[config.mk]
export PLATFORM = sky130hd
export DESIGN_NAME = load_store_unit
export DESIGN_NICKNAME = d
export VERILOG_FILES = /design/src/rtl/multicore_pkg.sv /design/src/rtl/lsu_align.sv /design/src/rtl/load_store_unit.sv
export SDC_FILE = /design/constraint.sdc
export NUM_CORES = 1
export LEC_CHECK = 0
export BUFFER_PORTS_ARGS = -buffer_cell sky130_fd_sc_hd__buf_2
export CORE_ASPECT_RATIO = 1.25
export CORE_UTILIZATION = 55
export CTS_CLUSTER_DIAMETER = 60
export DETAILED_ROUTE_END_ITERATION = 6
export GPL_TIMING_DRIVEN = 0
export PLACE_DENSITY = 0.92
export SYNTH_ARGS = -nofsm -noshare
export SYNTH_HDL_FRONTEND = slang
export SYNTH_SLANG_ARGS = --single-unit
[constraint.sdc]
create_clock -name i_clk -period 10.4 [get_ports i_clk]
set_clock_uncertainty 0.1 [all_clocks]
set_input_delay 2.08 -clock i_clk [delete_from_list [all_inputs] [get_ports i_clk]]
set_output_delay 2.08 -clock i_clk [all_outputs]
set_load 0.02 [all_outputs]
[src/rtl/multicore_pkg.sv]
// Shared core types: decoder load/store opcodes, LSU FSM state and the
// alignment-fault helper used by the load/store unit.
package multicore_pkg;

    localparam int unsigned XLEN = 32;
    localparam int unsigned BE_W = XLEN / 8;

    typedef enum logic [2:0] {
        LDOP_LB  = 3'd0,
        LDOP_LH  = 3'd1,
        LDOP_LW  = 3'd2,
        LDOP_LBU = 3'd3,
        LDOP_LHU = 3'd4
    } t_ldop;

    typedef enum logic [1:0] {
        SOP_SB = 2'd0,
        SOP_SH = 2'd1,
        SOP_SW = 2'd2
    } t_sop;

    typedef enum logic [2:0] {
        LSU_IDLE  = 3'd0,
        LSU_REQ   = 3'd1,
        LSU_WAIT  = 3'd2,
        LSU_DRAIN = 3'd3,
        LSU_RESP  = 3'd4
    } t_lsu_state;

    // Halfwords need an even address, words a 4-byte aligned address.
    function automatic logic lsu_misaligned(input logic memwrite, input t_ldop ldop,
                                            input t_sop sop, input logic [1:0] off);
        logic mis;
        mis = 1'b0;
        if (memwrite) begin
            case (sop)
                SOP_SH:  mis = off[0];
                SOP_SW:  mis = |off;
                default: mis = 1'b0;
            endcase
        end else begin
            case (ldop)
                LDOP_LH, LDOP_LHU: mis = off[0];
                LDOP_LW:           mis = |off;
                default:           mis = 1'b0;
            endcase
        end
        return mis;
    endfunction

endpackage

[src/rtl/lsu_align.sv]
// Byte-lane formatting for the load/store unit (purely combinational).
// Ports:
//   i_sop, i_st_off, i_wdata -> o_be, o_wdata : store lane replication and byte enables
//   i_ldop, i_ld_off, i_rdata -> o_rdata      : load lane extraction and sign/zero extension
module lsu_align
    import multicore_pkg::*;
(
    input  t_sop              i_sop,
    input  logic [1:0]        i_st_off,
    input  logic [XLEN-1:0]   i_wdata,
    output logic [BE_W-1:0]   o_be,
    output logic [XLEN-1:0]   o_wdata,
    input  t_ldop             i_ldop,
    input  logic [1:0]        i_ld_off,
    input  logic [XLEN-1:0]   i_rdata,
    output logic [XLEN-1:0]   o_rdata
);

    logic [7:0]  ld_byte;
    logic [15:0] ld_half;

    // Store: replicate the datum across every lane so memory picks it up via be.
    always_comb begin
        o_be    = {BE_W{1'b1}};
        o_wdata = i_wdata;
        case (i_sop)
            SOP_SB: begin
                o_be    = BE_W'(4'b0001 << i_st_off);
                o_wdata = {4{i_wdata[7:0]}};
            end
            SOP_SH: begin
                o_be    = i_st_off[1] ? 4'b1100 : 4'b0011;
                o_wdata = {2{i_wdata[15:0]}};
            end
            default: begin
                o_be    = {BE_W{1'b1}};
                o_wdata = i_wdata;
            end
        endcase
    end

    // Load: pick the addressed lane, then extend.
    always_comb begin
        ld_byte = 8'(i_rdata >> {i_ld_off, 3'b000});
        ld_half = i_ld_off[1] ? i_rdata[31:16] : i_rdata[15:0];
        case (i_ldop)
            LDOP_LB:  o_rdata = {{24{ld_byte[7]}}, ld_byte};
            LDOP_LBU: o_rdata = {24'd0, ld_byte};
            LDOP_LH:  o_rdata = {{16{ld_half[15]}}, ld_half};
            LDOP_LHU: o_rdata = {16'd0, ld_half};
            default:  o_rdata = i_rdata;
        endcase
    end

endmodule

[src/rtl/load_store_unit.sv]
// Memory-stage load/store unit: req/gnt/rvalid handshake to data memory,
// store lane formatting, load extension, stall generation, timeout and flush.
// Ports:
//   i_clk, i_rst                      clock, async active-high reset
//   i_valid, i_flush, i_memaccess,
//   i_memwrite, i_ldop, i_sop,
//   i_addr, i_wdata                   mem-stage instruction controls and operands
//   o_stall, o_done, o_rdata,
//   o_misaligned, o_bus_err           pipeline-side status / result
//   o_mem_*, i_mem_*                  data memory handshake
module load_store_unit
    import multicore_pkg::*;
#(
    parameter int unsigned TIMEOUT_CYCLES = 255
) (
    input  logic              i_clk,
    input  logic              i_rst,
    input  logic              i_valid,
    input  logic              i_flush,
    input  logic              i_memaccess,
    input  logic              i_memwrite,
    input  t_ldop             i_ldop,
    input  t_sop              i_sop,
    input  logic [XLEN-1:0]   i_addr,
    input  logic [XLEN-1:0]   i_wdata,
    output logic              o_stall,
    output logic              o_done,
    output logic [XLEN-1:0]   o_rdata,
    output logic              o_misaligned,
    output logic              o_bus_err,
    output logic              o_mem_req,
    output logic              o_mem_we,
    output logic [XLEN-1:0]   o_mem_addr,
    output logic [BE_W-1:0]   o_mem_be,
    output logic [XLEN-1:0]   o_mem_wdata,
    input  logic              i_mem_gnt,
    input  logic              i_mem_rvalid,
    input  logic [XLEN-1:0]   i_mem_rdata
);

    localparam int unsigned CNT_W = $clog2(TIMEOUT_CYCLES + 1);

    t_lsu_state         state_q, state_d;
    logic [CNT_W-1:0]   cnt_q, cnt_d;
    logic               store_q, store_d;
    t_ldop              ldop_q, ldop_d;
    logic [XLEN-1:0]    addr_q, addr_d;
    logic [BE_W-1:0]    be_q, be_d;
    logic [XLEN-1:0]    wdata_q, wdata_d;
    logic [XLEN-1:0]    rdata_q, rdata_d;
    logic               mis_q, mis_d;
    logic               err_q, err_d;

    logic               start;
    logic               timeout;
    logic [BE_W-1:0]    st_be;
    logic [XLEN-1:0]    st_wdata;
    logic [XLEN-1:0]    ld_rdata;

    // Store formatting uses the incoming operands; load extraction uses the latched op.
    lsu_align u_align (
        .i_sop    (i_sop),
        .i_st_off (i_addr[1:0]),
        .i_wdata  (i_wdata),
        .o_be     (st_be),
        .o_wdata  (st_wdata),
        .i_ldop   (ldop_q),
        .i_ld_off (addr_q[1:0]),
        .i_rdata  (i_mem_rdata),
        .o_rdata  (ld_rdata)
    );

    assign start   = i_valid & i_memaccess & (state_q == LSU_IDLE);
    assign timeout = (cnt_q == CNT_W'(TIMEOUT_CYCLES - 1));

    // State and payload registers
    always_ff @(posedge i_clk or posedge i_rst) begin
        if (i_rst) begin
            state_q <= LSU_IDLE;
            cnt_q   <= '0;
            store_q <= 1'b0;
            ldop_q  <= LDOP_LB;
            addr_q  <= '0;
            be_q    <= '0;
            wdata_q <= '0;
            rdata_q <= '0;
            mis_q   <= 1'b0;
            err_q   <= 1'b0;
        end else begin
            state_q <= state_d;
            cnt_q   <= cnt_d;
            store_q <= store_d;
            ldop_q  <= ldop_d;
            addr_q  <= addr_d;
            be_q    <= be_d;
            wdata_q <= wdata_d;
            rdata_q <= rdata_d;
            mis_q   <= mis_d;
            err_q   <= err_d;
        end
    end

    // Next-state logic; flush outranks timeout, and gnt with flush still counts as accepted.
    always_comb begin
        state_d = state_q;
        cnt_d   = cnt_q;
        store_d = store_q;
        ldop_d  = ldop_q;
        addr_d  = addr_q;
        be_d    = be_q;
        wdata_d = wdata_q;
        rdata_d = rdata_q;
        mis_d   = mis_q;
        err_d   = err_q;
        case (state_q)
            LSU_IDLE: begin
                if (start) begin
                    store_d = i_memwrite;
                    ldop_d  = i_ldop;
                    addr_d  = i_addr;
                    be_d    = i_memwrite ? st_be : {BE_W{1'b1}};
                    wdata_d = i_memwrite ? st_wdata : '0;
                    rdata_d = '0;
                    err_d   = 1'b0;
                    cnt_d   = '0;
                    if (lsu_misaligned(i_memwrite, i_ldop, i_sop, i_addr[1:0])) begin
                        mis_d   = 1'b1;
                        state_d = LSU_RESP;
                    end else begin
                        mis_d   = 1'b0;
                        state_d = LSU_REQ;
                    end
                end
            end
            LSU_REQ: begin
                cnt_d = cnt_q + CNT_W'(1);
                if (i_mem_gnt) begin
                    cnt_d = '0;
                    if (i_flush) begin
                        state_d = store_q ? LSU_IDLE : LSU_DRAIN;
                    end else begin
                        state_d = store_q ? LSU_RESP : LSU_WAIT;
                    end
                end else if (i_flush) begin
                    state_d = LSU_IDLE;
                end else if (timeout) begin
                    err_d   = 1'b1;
                    state_d = LSU_RESP;
                end
            end
            LSU_WAIT: begin
                cnt_d = cnt_q + CNT_W'(1);
                if (i_mem_rvalid) begin
                    if (i_flush) begin
                        state_d = LSU_IDLE;
                    end else begin
                        rdata_d = ld_rdata;
                        state_d = LSU_RESP;
                    end
                end else if (i_flush) begin
                    cnt_d   = '0;
                    state_d = LSU_DRAIN;
                end else if (timeout) begin
                    err_d   = 1'b1;
                    state_d = LSU_RESP;
                end
            end
            LSU_DRAIN: begin
                // Swallow the response of a flushed load so it cannot leak into the next access.
                cnt_d = cnt_q + CNT_W'(1);
                if (i_mem_rvalid || timeout) begin
                    state_d = LSU_IDLE;
                end
            end
            LSU_RESP: begin
                rdata_d = '0;
                mis_d   = 1'b0;
                err_d   = 1'b0;
                state_d = LSU_IDLE;
            end
            default: state_d = LSU_IDLE;
        endcase
    end

    // Outputs decode registered state; only o_stall sees the incoming start.
    assign o_stall      = start | (state_q == LSU_REQ) | (state_q == LSU_WAIT)
                                | (state_q == LSU_DRAIN);
    assign o_done       = (state_q == LSU_RESP);
    assign o_rdata      = rdata_q;
    assign o_misaligned = mis_q;
    assign o_bus_err    = err_q;
    assign o_mem_req    = (state_q == LSU_REQ);
    assign o_mem_we     = store_q;
    assign o_mem_addr   = {addr_q[XLEN-1:2], 2'b00};
    assign o_mem_be     = be_q;
    assign o_mem_wdata  = wdata_q;

endmodule

Yosys cells after proc, flatten, opt, wreduce, memory -nomap -nowiden. Index checks and enable logic that the tools add are counted.

$add $sub $neg: 1. Reductions and logical operators: 16. Bitwise logic cells: 5. Equality and inequality tests: 19. Shift operators: 2. Muxes and demuxes: 43.

Operators by type and width (count): $mux W32 (4); $pmux W32 S4 (1); $pmux W32 S3 (1); $pmux W32 S2 (1); $mux W3 (11); $mux W8 (4); $pmux W8 S4 (1); $shr A32 B5 Y8 (1); $mux W16 (1); $eq A3 B2 Y1 const B (4); $ne A2 B2 Y1 const B (6); $pmux W3 S4 (1); $mux W1 (10); $eq A3 B1 Y1 const B (3); $eq A3 B3 Y1 const B (3); $add A8 B1 Y8 const B (1); $eq A8 B8 Y1 const B (1); $mux W4 (2); $pmux W4 S2 (1); $reduce_and A2 Y1 (4); $reduce_and A4 Y1 (2); $reduce_bool A4 Y1 (2); $logic_not A3 Y1 (2); $pmux W1 S2 (3); other kinds (12) (16).

Logic and storage cells: 96. Output and inout port bits: 106. Register bits after elaboration: 117.

Longest topological paths before layout.
Word-level depth: 9. Gate-level depth with buffers: 9. Mapped depth without buffers: 6.

By module. Synthesis repeated with hierarchy kept, for this count alone.

Cells, all modules: 730. Area, all modules: 6811.5 µm².

By module, submodules not included: load_store_unit (area an instance 5407.7 µm², cells each 516, times used 1); lsu_align (area an instance 1403.8 µm², cells each 214, times used 1).

Worst setup path before layout. Ideal clock, no wire load.

Kind: input to output. From: input port i_valid. To: output port o_stall. Data arrival time: 2.598 ns. Stages on the path: 3. Path slack: 5.622 ns. Path buffers: 0. Path through: nand2_1 -> a21o_1 -> inv_1.

Cells in the longest elaborated chain, start to end: 5.

Ends and longest elaborated chain: from (decl) (RTL line load_store_unit.sv:18) `input logic i_valid,`; $and A1 B1 Y1 (2 in a row) (RTL line load_store_unit.sv:73) `assign start = i_valid & i_memaccess & (state_q == LSU_IDLE);`; $or A1 B1 Y1 (2 in a row) (RTL line load_store_unit.sv:186) `assign o_stall = start | (state_q == LSU_REQ) | (state_q == LSU_WAIT)`; $or A1 B1 Y1 (RTL line load_store_unit.sv:187) `| (state_q == LSU_DRAIN);`; to (decl) (RTL line load_store_unit.sv:26) `output logic o_stall,`.

Every way passes these cells.

Final worst setup path. Same ends and word-level chain as after synthesis.

==> out/metrics.cfg <==
[placement]
gp_congestion=0.940
dpl_cell_area_sq_um=7490
io_buffers=212
dp.final_hpwl_um=13000

[yosys]
synthDistinctLibCells=63
synthArstFlopShare_pct=100
yosys-top-cells-count=nand2_1 (183), dfrtp_1 (117), o21ai_0 (75)
synth_top_area_cell=dfrtp_1
yosysTopAreaCellShare_pct=47.0
yosysSeqAreaShare_pct=47.0
synth_area_sq_um=6230
ys.flop_type=dfrtp_1
synth-seq-cells=117
yosys_warnings=0
synthMostInstantiatedCell=nand2_1
synth_edf_count=0
synth.area.top_cells=dfrtp_1 (47%), nand2_1 (11%), o21ai_0 (6.0%), buf_4 (4.1%), a22o_1 (3.4%)
netlist_instances=724
syn_area_per_cell_sq_um=8.60

[setup_path]
critPathBufInv=3
worstPathRequired_ns=8.22
cp-endpoint=o_stall
rr_startpoint=state_q[1]
crit_type=in2out
crit_chain=buf_2 > nand2_1 > a21o_1 > inv_1 > buf_2
path_depth=5
r2r_slack_ns=8.40
critical_path_peak_fanout=5
cpPeakStageDelay_ns=0.26
arrival_ns=2.96
critPathLaunchType=input port
r2r-end=o_mem_wdata[4]
cpLargestDelayFamily=buffers and inverters
cp_slowest_cell=a21o_1
critPathLaunch=i_valid
end_kind=output pin
r2r_cells=6
crit_path_frequent_cell=buf_2

[global_routing]
grt_remaining_overflow=0
grt_antenna_before_repair=1
grt_pass1_wl_um=28800
grt.total_usage_pct=30.6
grt_pass1_vias=6177
grt_max_degree=65

[sta]
worst_slew_pin_slew_ns=0.653
setup-tns-final_ns=0
slew_violations=0
timing.fmax_mhz=195
timing_hold_violations_final=0
max_slew_margin_pct=56.5
period_minus_slack_ns=5.14
rsz0062_at_grt=no
setup_viol=0
post-route-period-util_pct=49.4

[routing]
dr_total_vias=6307
ant_nets=0
wirelength_um=17600
drt_iter0_markers=388
dr.pass1.iters=5
wl_per_cell_um=15.9
post-route-drc-count=0
via_per_inst=5.71

[clock_tree]
cts_tree=done
cts_buffers=17
clock_sinks=117
cts_hold_buffers=0
cts-root-buf=clkbuf_16
htreeDepth=4
clkTransAtPathRegs_ns=0.06
cts_setup_buffers=0
clock_path_buffers=2
cts-resized-gates=0
insertion_delay_ns=0.40

[cells_and_area]
drive_above_1_share_pct=31.9
nets=1071
final_area_sq_um=8050
areaGrowthSynthToFinish_pct=29.2
fillers=853
num_antenna_cells=0

[power]
peakVddDrop_uv=190
p_leak_nw=4.15
pwr_density_cell_nw_per_um2=289

[floorplan]
io-pin-count=215
initial_core_util_pct=56.2
rows=43
fp.dieW_um=97.2
fp.dieArea_sq_um=11800
core_sq_um=11100
die_h_um=121

[outcome]
outcome=finished, final reports clean

[hold_path]
hold_path_depth=2
hold_path_class=reg2reg

[flow_run]
drv_cap=0

[tightest hold or removal path, cell delays in order, from the launching register on]
cell     delay, ns
dfrtp_1       0.34
nand2_1       0.05
nand2_1       0.04
[power by group]
group          switching [mW]  total (mW)  internal (mW)
Clock                   0.211       0.543          0.332
Combinational           0.666        1.06          0.393
Sequential             0.0983       0.725          0.627
Total                   0.975        2.33           1.35
[metrics by stage]
stage | hold slack, ns | util, % | std cells | worst slack (ns) | power [mW]
finish | 0.359 | 72.6 | 1105 | 5.26 | 2.33
global route | 0.387 | 72.6 | 1105 | 5.22 | 2.46
CTS | 0.364 | 72.6 | 1105 | 5.28 | 2.33
detailed placement | 0.352 | 67.6 | 1073 | 5.29 | 1.78
global placement | 0.346 | 67.3 | 1072 | 3.80 | 1.74
floorplan | 0.347 | - | 725 | 5.12 | 1.44
[registers in the layout, indices dropped and copies added, names as in the netlist]
register / flops
addr_q: 32
o_mem_be: 4
o_mem_wdata: 32
o_rdata: 32
cnt_q: 8
o_bus_err: 1
state_q: 3
o_mem_we: 1
o_misaligned: 1
ldop_q: 3
[cells by family after synthesis]
| kind of cell | Yosys count | synth area share, % |
|---|---|---|
| and+or+nand+nor | 307 | 21.6 |
| AOI/OAI and AO/OA | 194 | 20.9 |
| DFF | 117 | 47.0 |
| buffers and inverters | 95 | 8.34 |
| adders and majority gates | 6 | 1.19 |
| muxes | 3 | 0.743 |
| other | 1 | 0.0602 |
| xor gates and xnor gates | 1 | 0.141 |
[layout make-up]
type                       instances  area [sq um]  area share (%)
timing repair buffer             213          1090            13.5
clock inverter                    13           109            1.35
buffer                            76           448            5.57
tap                              135           169            2.10
multi-input combinational        513          2790            34.6
inverter                          19          76.3           0.949
clock buffer                      19           443            5.50
sequential                       117          2930            36.4
[worst min path at each step]
stage / startpoint / endpoint / slack (ns)
2_1_floorplan: addr_q[10] / addr_q[10] / 0.35
3_3_place_gp: o_mem_wdata[1] / o_mem_wdata[1] / 0.35
3_5_place_dp: o_mem_wdata[7] / o_mem_wdata[7] / 0.35
4_1_cts: o_mem_wdata[7] / o_mem_wdata[7] / 0.36
5_1_grt: o_rdata[16] / o_rdata[16] / 0.39
6_report: o_mem_wdata[7] / o_mem_wdata[7] / 0.36
[cell usage in the layout (no fill, tap or decap), drive strengths merged, types with 7 or more instances in the layout]
cell     Yosys  layout
buf         51     264
nand2      183     183
dfrtp      117     117
o21ai       75      75
nor2        53      53
clkbuf      25      44
a21oi       24      24
a22o        24      24
nand3       22      22
inv         16      17
nand2b      13      13
nor2b       10      10
o22ai        8       8
a221oi       8       8
o211ai       8       8
clkinv       3       8
o221ai       7       7
o2111ai      7       7
[metal layers]
metal  track usage [%]  wire [um]  vias to the layer above
li1                  -          -                     2941
met1              35.8       6630                     2942
met2              52.0       8820                      360
met3              8.41       1500                       62
met4              14.6        631                        2
met5                 0         10                        -
Power figures use the tool's default switching activity.
